--- src/rtl/ma_channel_scheduler_if.sv ---
// Handshake bundle around the moving-average channel scheduler.
// master: environment side (sample sources, result sinks, shared engine); slave: the scheduler.
// Groups: req_*/ch_clear per-channel inputs, eng_* engine issue/return, res_* per-channel results.
interface ma_channel_scheduler_if #(
  parameter int NCH = 4,
  parameter int CHW = 2,
  parameter int DW  = 8
);
  logic [NCH-1:0]    req_valid;   // per-channel sample valid
  logic [NCH*DW-1:0] req_data;    // channel i at [i*DW +: DW], signed
  logic [NCH-1:0]    req_ready;   // one-hot or zero grant
  logic [NCH-1:0]    ch_clear;    // per-channel clear level
  logic              eng_valid;   // sample issue strobe
  logic              eng_clr;     // window clear strobe for eng_ch
  logic [CHW-1:0]    eng_ch;      // channel tag for issue/clear
  logic [DW-1:0]     eng_data;    // issued sample
  logic [DW-1:0]     eng_result;  // engine average, LAT cycles after issue
  logic [NCH-1:0]    res_valid;   // one-cycle result pulse per channel
  logic [NCH*DW-1:0] res_data;    // last result per channel, held
  logic [NCH-1:0]    res_primed;  // channel window is full

  modport master (
    output req_valid, req_data, ch_clear, eng_result,
    input  req_ready, eng_valid, eng_clr, eng_ch, eng_data,
           res_valid, res_data, res_primed
  );

  modport slave (
    input  req_valid, req_data, ch_clear, eng_result,
    output req_ready, eng_valid, eng_clr, eng_ch, eng_data,
           res_valid, res_data, res_primed
  );
endinterface

--- src/rtl/ma_channel_scheduler.sv ---
// Round-robin scheduler sharing one fixed-latency moving-average engine across NCH channels.
// Latency: request handshake -> engine issue 1 cycle; handshake -> res_valid 1+LAT cycles.
// Backpressure: at most one req_ready per cycle; clears win over grants; cleared channels stall.
// Ports: system1000/system1000_rstn clock and async active-low reset; bus (slave modport)
//   carries the per-channel request/clear inputs, the engine issue/return pair and the
//   per-channel result/primed outputs.
module ma_channel_scheduler #(
  parameter int NCH = 4,
  parameter int CHW = 2,
  parameter int DW  = 8,
  parameter int LAT = 1,
  parameter int WIN = 4
) (
  input  logic                  system1000,
  input  logic                  system1000_rstn,
  ma_channel_scheduler_if.slave bus
);

  localparam int CNTW = $clog2(WIN + 1);

  // Registered state
  logic [CHW-1:0]            ptr_q,       ptr_d;
  logic                      eng_valid_q, eng_valid_d;
  logic                      eng_clr_q,   eng_clr_d;
  logic [CHW-1:0]            eng_ch_q,    eng_ch_d;
  logic [DW-1:0]             eng_data_q,  eng_data_d;
  logic [LAT-1:0]            tag_vld_q,   tag_vld_d;
  logic [LAT-1:0][CHW-1:0]   tag_ch_q,    tag_ch_d;
  logic [NCH-1:0][CNTW-1:0]  cnt_q,       cnt_d;
  logic [NCH-1:0]            primed_q,    primed_d;
  logic [NCH-1:0][DW-1:0]    res_data_q,  res_data_d;

  // Combinational arbitration / return decode
  logic [NCH-1:0][DW-1:0]    req_arr;
  logic [NCH-1:0]            cand;
  logic                      clr_any;
  logic [CHW-1:0]            clr_idx;
  logic                      gnt_any;
  logic [CHW-1:0]            gnt_idx;
  logic [CHW-1:0]            rr_idx;
  logic [DW-1:0]             gnt_sample;
  logic [NCH-1:0]            ret_hit;

  assign req_arr = bus.req_data;

  // Clear selection and rotating-priority grant.
  always_comb begin : arb_comb
    cand    = bus.req_valid & ~bus.ch_clear;
    clr_any = |bus.ch_clear;
    clr_idx = '0;
    gnt_any = 1'b0;
    gnt_idx = '0;
    rr_idx  = '0;
    // Descending scan so the lowest set clear bit is the one left standing.
    for (int i = NCH - 1; i >= 0; i--) begin
      if (bus.ch_clear[i]) clr_idx = CHW'(i);
    end
    // Scan offsets from the pointer downward so the nearest candidate at or
    // above the pointer (with wrap) overwrites any farther one.
    for (int k = NCH - 1; k >= 0; k--) begin
      rr_idx = CHW'((int'(ptr_q) + k) % NCH);
      if (cand[rr_idx]) begin
        gnt_any = 1'b1;
        gnt_idx = rr_idx;
      end
    end
    // A pending clear consumes the engine slot this cycle.
    if (clr_any) gnt_any = 1'b0;
    gnt_sample = req_arr[gnt_idx];
  end

  // Gating with reset keeps req_ready low while the block is held in reset.
  assign bus.req_ready = (gnt_any && system1000_rstn) ? (NCH'(1) << gnt_idx) : '0;

  // Issue stage, pointer and warm-up counters.
  always_comb begin : issue_comb
    ptr_d       = ptr_q;
    eng_valid_d = 1'b0;
    eng_clr_d   = 1'b0;
    eng_ch_d    = eng_ch_q;
    eng_data_d  = eng_data_q;
    cnt_d       = cnt_q;
    if (clr_any) begin
      eng_clr_d      = 1'b1;
      eng_ch_d       = clr_idx;
      cnt_d[clr_idx] = '0;
    end else if (gnt_any) begin
      eng_valid_d = 1'b1;
      eng_ch_d    = gnt_idx;
      eng_data_d  = gnt_sample;
      ptr_d       = (gnt_idx == CHW'(NCH - 1)) ? '0 : gnt_idx + CHW'(1);
      if (cnt_q[gnt_idx] != CNTW'(WIN)) cnt_d[gnt_idx] = cnt_q[gnt_idx] + CNTW'(1);
    end
    // Primed is registered from the next count so it rises together with
    // eng_valid of the WIN-th sample and falls together with eng_clr.
    for (int i = 0; i < NCH; i++) begin
      primed_d[i] = (cnt_d[i] == CNTW'(WIN));
    end
  end

  // Tag pipeline mirrors the engine latency; only sample issues carry a tag,
  // clears do not produce results.
  always_comb begin : tag_comb
    tag_vld_d    = tag_vld_q;
    tag_ch_d     = tag_ch_q;
    tag_vld_d[0] = eng_valid_q;
    tag_ch_d[0]  = eng_ch_q;
    for (int i = 1; i < LAT; i++) begin
      tag_vld_d[i] = tag_vld_q[i - 1];
      tag_ch_d[i]  = tag_ch_q[i - 1];
    end
  end

  // Return routing: the tail tag picks the owning channel. res_data shows the
  // engine value in the pulse cycle and the register keeps it afterwards.
  always_comb begin : ret_comb
    ret_hit    = '0;
    res_data_d = res_data_q;
    if (tag_vld_q[LAT - 1]) ret_hit[tag_ch_q[LAT - 1]] = 1'b1;
    for (int i = 0; i < NCH; i++) begin
      if (ret_hit[i]) res_data_d[i] = bus.eng_result;
    end
  end

  always_ff @(posedge system1000 or negedge system1000_rstn) begin
    if (!system1000_rstn) begin
      ptr_q       <= '0;
      eng_valid_q <= 1'b0;
      eng_clr_q   <= 1'b0;
      eng_ch_q    <= '0;
      eng_data_q  <= '0;
      tag_vld_q   <= '0;
      tag_ch_q    <= '0;
      cnt_q       <= '0;
      primed_q    <= '0;
      res_data_q  <= '0;
    end else begin
      ptr_q       <= ptr_d;
      eng_valid_q <= eng_valid_d;
      eng_clr_q   <= eng_clr_d;
      eng_ch_q    <= eng_ch_d;
      eng_data_q  <= eng_data_d;
      tag_vld_q   <= tag_vld_d;
      tag_ch_q    <= tag_ch_d;
      cnt_q       <= cnt_d;
      primed_q    <= primed_d;
      res_data_q  <= res_data_d;
    end
  end

  assign bus.eng_valid  = eng_valid_q;
  assign bus.eng_clr    = eng_clr_q;
  assign bus.eng_ch     = eng_ch_q;
  assign bus.eng_data   = eng_data_q;
  assign bus.res_valid  = ret_hit;
  assign bus.res_data   = res_data_d;
  assign bus.res_primed = primed_q;

endmodule

--- src/flat_wrapper.sv ---
// flat-port wrapper written by rule: the top's interface ports become plain ports
module ma_channel_scheduler_flat 
#(
  parameter int NCH = 4,
  parameter int CHW = 2,
  parameter int DW  = 8,
  parameter int LAT = 1,
  parameter int WIN = 4
)
  (system1000, system1000_rstn, bus_req_valid, bus_req_data, bus_ch_clear, bus_eng_result, bus_req_ready, bus_eng_valid, bus_eng_clr, bus_eng_ch, bus_eng_data, bus_res_valid, bus_res_data, bus_res_primed);
  ma_channel_scheduler_if #(.NCH(NCH), .CHW(CHW), .DW(DW)) bus_i ();
  input  logic system1000;
  input  logic system1000_rstn;
  input wire logic [$bits(bus_i.req_valid)-1:0] bus_req_valid;
  input wire logic [$bits(bus_i.req_data)-1:0] bus_req_data;
  input wire logic [$bits(bus_i.ch_clear)-1:0] bus_ch_clear;
  input wire logic [$bits(bus_i.eng_result)-1:0] bus_eng_result;
  output wire logic [$bits(bus_i.req_ready)-1:0] bus_req_ready;
  output wire logic [$bits(bus_i.eng_valid)-1:0] bus_eng_valid;
  output wire logic [$bits(bus_i.eng_clr)-1:0] bus_eng_clr;
  output wire logic [$bits(bus_i.eng_ch)-1:0] bus_eng_ch;
  output wire logic [$bits(bus_i.eng_data)-1:0] bus_eng_data;
  output wire logic [$bits(bus_i.res_valid)-1:0] bus_res_valid;
  output wire logic [$bits(bus_i.res_data)-1:0] bus_res_data;
  output wire logic [$bits(bus_i.res_primed)-1:0] bus_res_primed;
  assign bus_i.req_valid = bus_req_valid;
  assign bus_i.req_data = bus_req_data;
  assign bus_i.ch_clear = bus_ch_clear;
  assign bus_i.eng_result = bus_eng_result;
  assign bus_req_ready = bus_i.req_ready;
  assign bus_eng_valid = bus_i.eng_valid;
  assign bus_eng_clr = bus_i.eng_clr;
  assign bus_eng_ch = bus_i.eng_ch;
  assign bus_eng_data = bus_i.eng_data;
  assign bus_res_valid = bus_i.res_valid;
  assign bus_res_data = bus_i.res_data;
  assign bus_res_primed = bus_i.res_primed;
  ma_channel_scheduler #(.NCH(NCH), .CHW(CHW), .DW(DW), .LAT(LAT), .WIN(WIN)) u_core (.system1000(system1000), .system1000_rstn(system1000_rstn), .bus(bus_i));
endmodule
--- config.mk ---
export PLATFORM = sky130hd
export DESIGN_NAME = ma_channel_scheduler_flat
export DESIGN_NICKNAME = d
export VERILOG_FILES = /design/src/rtl/ma_channel_scheduler_if.sv /design/src/rtl/ma_channel_scheduler.sv /design/src/flat_wrapper.sv
export SDC_FILE = /design/constraint.sdc
export NUM_CORES = 1
export LEC_CHECK = 0
export ABC_AREA = 1
export BUFFER_PORTS_ARGS = -buffer_cell sky130_fd_sc_hd__buf_2
export CAP_MARGIN = 20
export CORE_ASPECT_RATIO = 0.6
export CORE_MARGIN = 4
export CORE_UTILIZATION = 44
export CTS_CLUSTER_SIZE = 24
export DETAILED_ROUTE_END_ITERATION = 6
export HOLD_SLACK_MARGIN = 0.03
export MAX_ROUTING_LAYER = met4
export PLACE_DENSITY_LB_ADDON = 0.2
export SETUP_SLACK_MARGIN = 0.3
export SYNTH_ARGS = -nofsm -noshare
export SYNTH_HDL_FRONTEND = slang
export SYNTH_SLANG_ARGS = --single-unit
--- constraint.sdc ---
create_clock -name system1000 -period 4.05 [get_ports system1000]
set_input_delay 0.6075 -clock system1000 [delete_from_list [all_inputs] [get_ports system1000]]
set_output_delay 0.6075 -clock system1000 [all_outputs]
set_load 0.02 [all_outputs]
==> flow_summary_export.csv, run 1 <==
group,metric,value,unit
setup_path,r2r-start,"u_core.ptr_q[0]",
clock_network,cts_tree,"yes",
clock_network,clk_pin_slew,50,ps
clock_network,clock_sinks,65,
sta,finalSetupTns,0,ps
route,postRouteAntennaNets,0,
setup_path,crit_required,3440,ps
placed_design,gp_congestion,0.985,
cells_and_area,drive_above_1_share,0.282,
route,first_iter_violations,253,
clock_network,hold_buffers,0,
cells_and_area,fin_area,0.00442,mm²
synth,avgSynthCellArea,7.59,µm²
setup_path,startpoint_type,"flip-flop",
synth,yosysTopAreaCellShare,0.460,
power,vdd_drop_max,0.000354,V
synth,synth_mux_area_frac,0,
synth,synth_compound_area_frac,0.110,
hold_path,holdPathEnd,"u_core.tag_vld_q",
run,drv_cap,0,
grt,track_usage,0.223,
setup_path,critPathKind,"reg -> out",
floorplan,core,0.00785,mm²
synth,syn_nets,520,
synth,synth-simple-area-share,0.320,
sta,fin_crit_sh,0.870,
synth,yosys.area.top_type,"dfrtp_1",
floorplan,rows,25,
setup_path,r2r_cells,19,
route,drt-total-wl,10000,µm
synth,synth_most_common_cell,"nand2_1",
synth,synth.top_cells.by_count,"nand2_1 (139), dfrtp_1 (65), o21ai_0 (54), inv_1 (49), nor2_1 (38)",
route,via_per_inst,5.01,
synth,postSynthCellCount,466,
grt,grt_start_max_net_pins,66,
placed_design,dp_hpwl,7660,µm
hold_path,hold_class,"reg -> reg",
synth,yosysWarnings,0,
placed_design,dp.cells,667,
cells_and_area,instances_no_fill,682,
cells_and_area,diodes,0,
power,power_density,840,mW/mm²
clock_network,cts-resized-gates,0,
route,num_vias,3419,
clock_network,clock-root-buffer,"clkbuf_16",
synth,netlist_area,0.00354,mm²
synth,synth-seq-cells,65,
synth,synth_area_leaders,"dfrtp_1 (46%), nand2_1 (15%), o21ai_0 (7.6%)",
sta,fmax,284,MHz
setup_path,crit_fanout,18,
sta,finalCriticalPeriod,3520,ps
sta,clock_skew,4.74,ps
synth,synth_top_family_by_area,"simple AND/OR/NAND/NOR gates",
synth,synth_top_flop_cell,"dfrtp_1",
placed_design,io_buffer_count,105,
route,detail_route.wl_per_cell,14.7,µm
floorplan,die_area,0.00959,mm²
setup_path,reg2reg_to,"u_core.bus.res_primed[0]",
grt,antenna_found_initial,0,
placed_design,place_area,0.00412,mm²
floorplan,initial_core_util,0.451,
clock_network,worstSkewPairLatency,320,ps
status,run_status,"finished, final reports clean",
cells_and_area,area_delta_synth_final,24.8,%
floorplan,fp.dieW,124,µm
synth,synthXorXnorAreaFrac,0.00707,
clock_network,cts_buffers,9,
sta,hold_violations,0,
route,drcViolationCount,0,
setup_path,arrival,2920,ps
grt,grt_pass1_vias,3275,
setup_path,reg2reg_setup_slack,920,ps
synth,synthDistinctLibCells,30,
clock_network,clock_path_buffers,2,
cells_and_area,layout.nets,624,
sta,rsz0062_at_grt,"false",
synth,ys_seq_area_frac,0.460,
sta,worst_slew_pin_slew,813,ps
sta,slew_headroom,0.458,
grt,grt_overflow,0,
synth,synthAdderAreaFrac,0.0141,
floorplan,pin_count,106,
grt,grt_pass1_wl,16300,µm
setup_path,worstSetupEndpointType,"primary output",
floorplan,die_y,77.5,µm
route,firstDrtPassIters,5,
cells_and_area,num-fill-cells,730,
hold_path,min_path_cells,0,
synth,async_reset_ff_frac,1.00,
power,power_leakage,2.41,nW
clock_network,h-tree-depth,3,
sta,drv_slew,0,
clock_network,post_cts.repair.setup_buffers,0,
power,p_total,3.71,mW
hold_path,holdCritStartpoint,"u_core.bus.eng_valid",
sta,setup_viol,0,
synth,synth_edf_count,0,
## where the power goes
part           switching (mW)  internal, mW  leakage [nW]
clock                   0.264         0.488         0.144
combinational            1.37         0.604          1.50
sequential              0.115         0.874         0.771
total                    1.75          1.97          2.41
## stage by stage
stage / setup WS, ps / hold slack [ps] / util
floorplan: 1120 / 312 / -
detailed placement: 756 / 378 / 0.525
finish: 527 / 391 / 0.563
global placement: 856 / 359 / 0.525
CTS: 563 / 384 / 0.563
global route: 321 / 394 / 0.563
## worst max-delay path, stage by stage, from the launching register on
cell	delay, ps
dfrtp_1	510
inv_4	150
nand3_1	90
nand2_1	120
nand2_1	100
nand2_2	100
inv_2	50
nand2_4	50
nand2_2	50
nand2_2	190
nand2_2	240
inv_2	300
ha_1	290
inv_1	80
nor2_1	100
buf_2	170
## how the worst max path moves through the flow
stage / from / to / slack [ps] / depth (start not counted)
after floorplan: bus_req_valid[1] / bus_req_ready[2] / 1120 / 16
after global placement: bus_ch_clear[0] / bus_req_ready[2] / 860 / 15
after detailed placement: bus_ch_clear[0] / bus_req_ready[2] / 760 / 15
after CTS: u_core.ptr_q[0] / bus_req_ready[2] / 560 / 14
after global routing: u_core.ptr_q[0] / bus_req_ready[2] / 320 / 13
final: u_core.ptr_q[0] / bus_req_ready[3] / 530 / 15
## cell type report
class | instances | area, µm² | share of cell area
Clock buffer | 10 | 239 | 0.0541
Clock inverter | 5 | 56.3 | 0.0127
Inverter | 56 | 213 | 0.0482
Multi-Input combinational cell | 330 | 1600 | 0.362
Sequential cell | 65 | 1630 | 0.368
Tap cell | 108 | 135 | 0.0306
Timing Repair Buffer | 108 | 548 | 0.124
## flip-flops by register name, summed over array words and instances (netlist names), 2 cells and up
register / flops
u_core.bus.res_primed: 4
u_core.res_data_q: 32
u_core.tag_ch_q: 2
u_core.cnt_q: 12
u_core.ptr_q: 2
u_core.bus.eng_data: 8
u_core.bus.eng_ch: 2
## kinds of logic (layout without fill, tap and decap cells)
group	Yosys count	count (layout)
compound gates	72	72
xor+xnor	2	2
fa+ha+maj	4	4
buf+inv	71	179
flops	65	65
simple gates	252	252
## routing by layer
metal | vias up | GRT usage | part of all wire
met5 | - | - | 0
li1 | 1695 | - | -
met3 | 6 | 0.0532 | 0.096
met2 | 139 | 0.312 | 0.41
met1 | 1579 | 0.327 | 0.49
met4 | 0 | 0.0552 | 0.0059
## layout by cell type, fill, tap and decap left out, drive strengths merged
cell type  count
buf          108
xor2           1
o211ai         1
clkbuf        10
o22ai          8
xnor2          1
nor2          45
clkinvlp       1
a21boi         1
ha             4
o21ai         57
dfrtp         65
bufinv         1
nand4          3
inv           55
nand3b         3
a21oi          5
nand3         40
clkinv         4
nand2        156
nor3           5
(Power assumes the default switching activity.)
==> inputs of run 2 (changes only) <==
--- a/config.mk
+++ b/config.mk
@@ -10,7 +10,7 @@
 export CAP_MARGIN = 20
 export CORE_ASPECT_RATIO = 0.6
 export CORE_MARGIN = 4
-export CORE_UTILIZATION = 44
+export CORE_UTILIZATION = 31
 export CTS_CLUSTER_SIZE = 24
 export DETAILED_ROUTE_END_ITERATION = 6
 export HOLD_SLACK_MARGIN = 0.03
==> flow_summary_export.csv, run 2 (synthesized netlist as in run 1, its figures left out) <==
group,metric,value,unit
route,detail_route.wl_per_cell,14.8,µm
clock_network,clock_path_buffers,2,
clock_network,clk_pin_slew,60,ps
clock_network,cts_tree,"yes",
floorplan,die_y,90.8,µm
grt,grt_overflow,0,
grt,antenna_found_initial,0,
sta,rsz0062_at_grt,"false",
cells_and_area,largest_reg_flops,32,
setup_path,critPathKind,"reg -> out",
route,drt-total-wl,10600,µm
clock_network,h-tree-depth,3,
floorplan,die_area,0.0132,mm²
setup_path,arrival,2810,ps
sta,fin_crit_sh,0.843,
cells_and_area,final_common_cell,"nand2_1",
grt,grt_pass1_vias,3315,
sta,finalSetupTns,0,ps
floorplan,core,0.0108,mm²
route,drcViolationCount,0,
placed_design,gp_congestion,0.973,
floorplan,fp.dieW,146,µm
clock_network,clock_sinks,65,
clock_network,cts_buffers,9,
hold_path,hold_class,"reg -> reg",
sta,slew_headroom,0.440,
cells_and_area,instances_no_fill,715,
cells_and_area,area_delta_synth_final,27.0,%
route,num_vias,3448,
power,p_int,2.02,mW
cells_and_area,num-fill-cells,1116,
cells_and_area,final_util,0.414,
cells_and_area,diodes,0,
power,combPwrFrac,0.526,
sta,drv_slew,0,
floorplan,pin_count,106,
sta,worst_slew_pin_slew,840,ps
clock_network,clock-root-buffer,"clkbuf_16",
floorplan,rows,29,
grt,grt_start_max_net_pins,66,
power,switching_share,0.471,
power,power_leakage,2.43,nW
power,clkPwrFrac,0.218,
clock_network,post_cts.repair.setup_buffers,0,
power,power_density,851,mW/mm²
route,postRouteAntennaNets,0,
placed_design,dp_hpwl,8210,µm
run,drv_cap,0,
cells_and_area,drive_above_1_share,0.285,
route,first_iter_violations,324,
placed_design,io_buffer_count,105,
sta,hold_violations,0,
sta,clock_skew,5.77,ps
cells_and_area,layout.nets,625,
setup_path,startpoint_type,"flip-flop",
route,firstDrtPassIters,5,
setup_path,worstSetupEndpointType,"primary output",
cells_and_area,layout_common_cells,"nand2_1 (139), buf_2 (105), dfrtp_1 (65)",
power,p_switching,1.80,mW
power,p_seq_frac,0.257,
setup_path,crit_required,3440,ps
route,via_per_inst,4.82,
power,vdd_drop_max,0.000286,V
floorplan,initial_core_util,0.326,
status,run_status,"finished, final reports clean",
grt,grt_pass1_wl,17400,µm
sta,fmax,293,MHz
sta,finalCriticalPeriod,3410,ps
sta,setup_viol,0,
setup_path,crit_fanout,18,
clock_network,hold_buffers,0,
clock_network,worstSkewPairLatency,320,ps
grt,track_usage,0.168,
placed_design,dp.cells,699,
cells_and_area,regMostFlops,"u_core.res_data_q",
-- run 2: cell types whose count changed in the layout (fill, tap and decap cells not counted) --
cell,change
buf_4,+1
clkbuf_8,-1
nand2_4,+1
nand2_2,-1
bufinv_16,+1
clkinv_4,+1
-- run 2: timing repair --
item,4_1_cts,5_1_grt
setup endpoints to repair,0,2
hold endpoints to repair,0,0
resized for setup,0,1
-- run 2: metrics by stage --
step	area [µm²]	total power, mW	setup WS [ps]	hold WS (ps)
after floorplan	3540	2.48	1120	312
after global placement	4170	2.95	819	365
after detailed placement	4170	2.97	704	358
after CTS	4490	3.83	543	369
after global routing	4490	4.13	313	391
final	4490	3.82	637	367
-- run 2: power groups by stage --
stage          Clock [mW]  Combinational, mW  Sequential, mW
2_1_floorplan           0               1.47            1.02
3_3_place_gp            0               1.96           0.987
3_5_place_dp            0               1.98           0.992
4_1_cts             0.858               1.99           0.984
5_1_grt             0.887               2.24            1.01
6_report            0.832               2.01           0.981
-- run 2: worst max-delay path: stages, from the launching register on --
cell	delay (ps)
dfrtp_1	500
inv_4	140
nand3_1	70
nand2_1	90
nand2_1	90
nand2_2	100
inv_2	50
nand2_4	50
nand2_2	50
nand2_2	190
nand2_4	180
inv_2	270
ha_1	290
inv_1	110
nor2_1	110
buf_2	180
-- run 2: worst paths after layout --
check / start / endpoint / slack [ps] / cells past startpoint
min: u_core.bus.eng_valid / u_core.tag_vld_q / 370 / 0
min in group asynchronous: system1000_rstn / u_core.bus.res_primed[1] / 520 / 2
max in group asynchronous: system1000_rstn / u_core.res_data_q[24] / 2990 / 2
min reg2reg: u_core.bus.eng_valid / u_core.tag_vld_q / 370 / 0
max: u_core.ptr_q[0] / bus_req_ready[3] / 640 / 15
max reg2reg: u_core.ptr_q[0] / u_core.bus.res_primed[3] / 1030 / 19
-- run 2: per-layer routing --
metal	routed length, µm	GRT usage	vias up
li1	-	-	1693
met1	5420	0.258	1578
met2	4130	0.212	166
met3	955	0.0522	11
met4	81	0.0340	0
met5	0	-	-
-- run 2: area by class of cell --
cell class,count,area (µm²),area share
flip-flops and latches,65,1630,0.362
multi-input cells,330,1600,0.357
well taps,139,174,0.0387
clock buffers,9,225,0.0501
inverters,56,213,0.0473
repair buffers,109,556,0.124
clock inverters,7,95.1,0.0212
==> inputs of run 3 (changes only) <==
==> constraint.sdc (replaced) <==
create_clock -name system1000 -period 2.85 [get_ports system1000]
set_input_delay 0.4275 -clock system1000 [delete_from_list [all_inputs] [get_ports system1000]]
set_output_delay 0.4275 -clock system1000 [all_outputs]
set_load 0.02 [all_outputs]
==> flow_summary_export.csv, run 3 (synthesized netlist as in run 1, its figures left out) <==
group,metric,value,unit
clock_network,cts_tree,"yes",
cells_and_area,diodes,0,
route,wl_met3,771,µm
grt,grt_pass1_wl,17300,µm
clock_network,clock_sinks,65,
route,first_iter_violations,266,
sta,fmax,386,MHz
cells_and_area,layout.nets,653,
grt,grt_overflow,0,
sta,finalCriticalPeriod,2590,ps
floorplan,die_area,0.0132,mm²
sta,hold_violations,0,
floorplan,initial_core_util,0.326,
floorplan,fp.dieW,146,µm
sta,finalSetupTns,0,ps
sta,drv_slew,0,
cells_and_area,regMostFlops,"u_core.res_data_q",
sta,worst_slew_pin_slew,854,ps
grt,track_usage,0.167,
floorplan,rows,29,
grt,antenna_found_initial,0,
setup_path,crit_required,2420,ps
placed_design,dp_hpwl,7980,µm
power,p_total,6.55,mW
setup_path,startpoint_type,"flip-flop",
setup_path,critPathKind,"reg -> out",
sta,rsz0062_at_grt,"true",
sta,fin_crit_sh,0.909,
route,postRouteAntennaNets,0,
cells_and_area,num-fill-cells,1061,
sta,slew_headroom,0.431,
floorplan,die_y,90.8,µm
setup_path,arrival,2160,ps
setup_path,reg2reg_to,"u_core.bus.res_primed[0]",
cells_and_area,largest_reg_flops,32,
setup_path,worstPathCellList,"xor2_2, nand2_2, nand2_4, nor2_4, nand2_1, nand2_2, a21boi_4, ha_4, inv_4, nor2_4, buf_6",
placed_design,gp_congestion,0.925,
clock_network,clock-root-buffer,"clkbuf_16",
status,run_status,"finished, final reports clean",
clock_network,clock_path_buffers,2,
setup_path,r2r_cells,16,
setup_path,critPathTopFamily,"flip-flops",
power,vdd_drop_max,0.000504,V
route,drcViolationCount,0,
setup_path,slowest_stage,"dfrtp_2",
cells_and_area,area_delta_synth_final,42.5,%
power,power_density,1300,mW/mm²
setup_path,r2r-start,"u_core.ptr_q[0]",
route,num_vias,3502,
hold_path,hold_class,"in -> async",
clock_network,cts_buffers,9,
cells_and_area,layout_common_cells,"nand2_1 (115), buf_2 (101), dfrtp_1 (64)",
power,power_leakage,2.63,nW
route,detail_route.wl_per_cell,14.7,µm
clock_network,hold_buffers,0,
route,highest_layer,"met4",
route,firstDrtPassIters,4,
run,drv_cap,0,
grt,grt_pass1_vias,3425,
setup_path,critPathMaxStageDelay,490,ps
sta,clock_skew,6.32,ps
sta,setup_viol,0,
setup_path,path_buf_inv,2,
placed_design,io_buffer_count,105,
route,met2_length,4650,µm
clock_network,clk_pin_slew,60,ps
route,drt-total-wl,10900,µm
clock_network,h-tree-depth,3,
setup_path,worstSetupEndpointType,"primary output",
setup_path,reg2reg_setup_slack,320,ps
setup_path,crit_fanout,7,
floorplan,pin_count,106,
route,via_per_inst,4.71,
clock_network,worstSkewPairLatency,320,ps
floorplan,core,0.0108,mm²
cells_and_area,drive_above_1_share,0.402,
grt,grt_start_max_net_pins,66,
route,met1Wirelength,5350,µm
cells_and_area,final_common_cell,"nand2_1",
-- run 3: through the flow --
step	utilization	std cells	hold WS [ps]	cell area [µm²]	setup WS (ps)
floorplan	-	466	132	3540	321
global placement	0.389	705	357	4220	125
detailed placement	0.389	705	376	4220	173
CTS	0.440	735	412	4770	301
global route	0.465	743	428	5040	131
finish	0.465	743	376	5040	259
-- run 3: worst max-delay path by stage --
stage                     slack, ps             from  depth (start not counted)                       end
after floorplan                 320  u_core.ptr_q[0]                         18          bus_req_ready[3]
after global routing            130  u_core.ptr_q[0]                         22  u_core.bus.res_primed[2]
final                           260  u_core.ptr_q[0]                         11          bus_req_ready[2]
after global placement          120  u_core.ptr_q[0]                         19  u_core.bus.res_primed[1]
after detailed placement        170  u_core.ptr_q[0]                         19  u_core.bus.res_primed[1]
after CTS                       300  u_core.ptr_q[0]                         13          bus_req_ready[0]
-- run 3: per-layer routing --
metal	GRT usage	vias to the layer above
met5	-	-
met4	0.0450	0
met3	0.0411	15
met2	0.242	126
met1	0.233	1602
li1	-	1759
-- run 3: layout make-up --
type                            instances  area [µm²]  share of cell area
Sequential cell                        65        1630               0.323
Multi-Input combinational cell        331        1860               0.369
Inverter                               56         215              0.0427
Tap cell                              139         174              0.0345
Clock buffer                           10         239              0.0474
Timing Repair Buffer                  136         811               0.161
Clock inverter                          6         115              0.0228
-- run 3: where the power goes --
part,switching [mW],leakage [nW],total (mW),internal [mW]
Clock,0.405,0.169,1.29,0.881
Combinational,2.40,1.69,3.86,1.45
Sequential,0.162,0.770,1.40,1.24
-- run 3: timing repair --
item,CTS,global route
pin swaps,14,26
endpoints found under the setup margin,13,22
buffers inserted,14,7
gates cloned,0,1
resized for setup,28,52
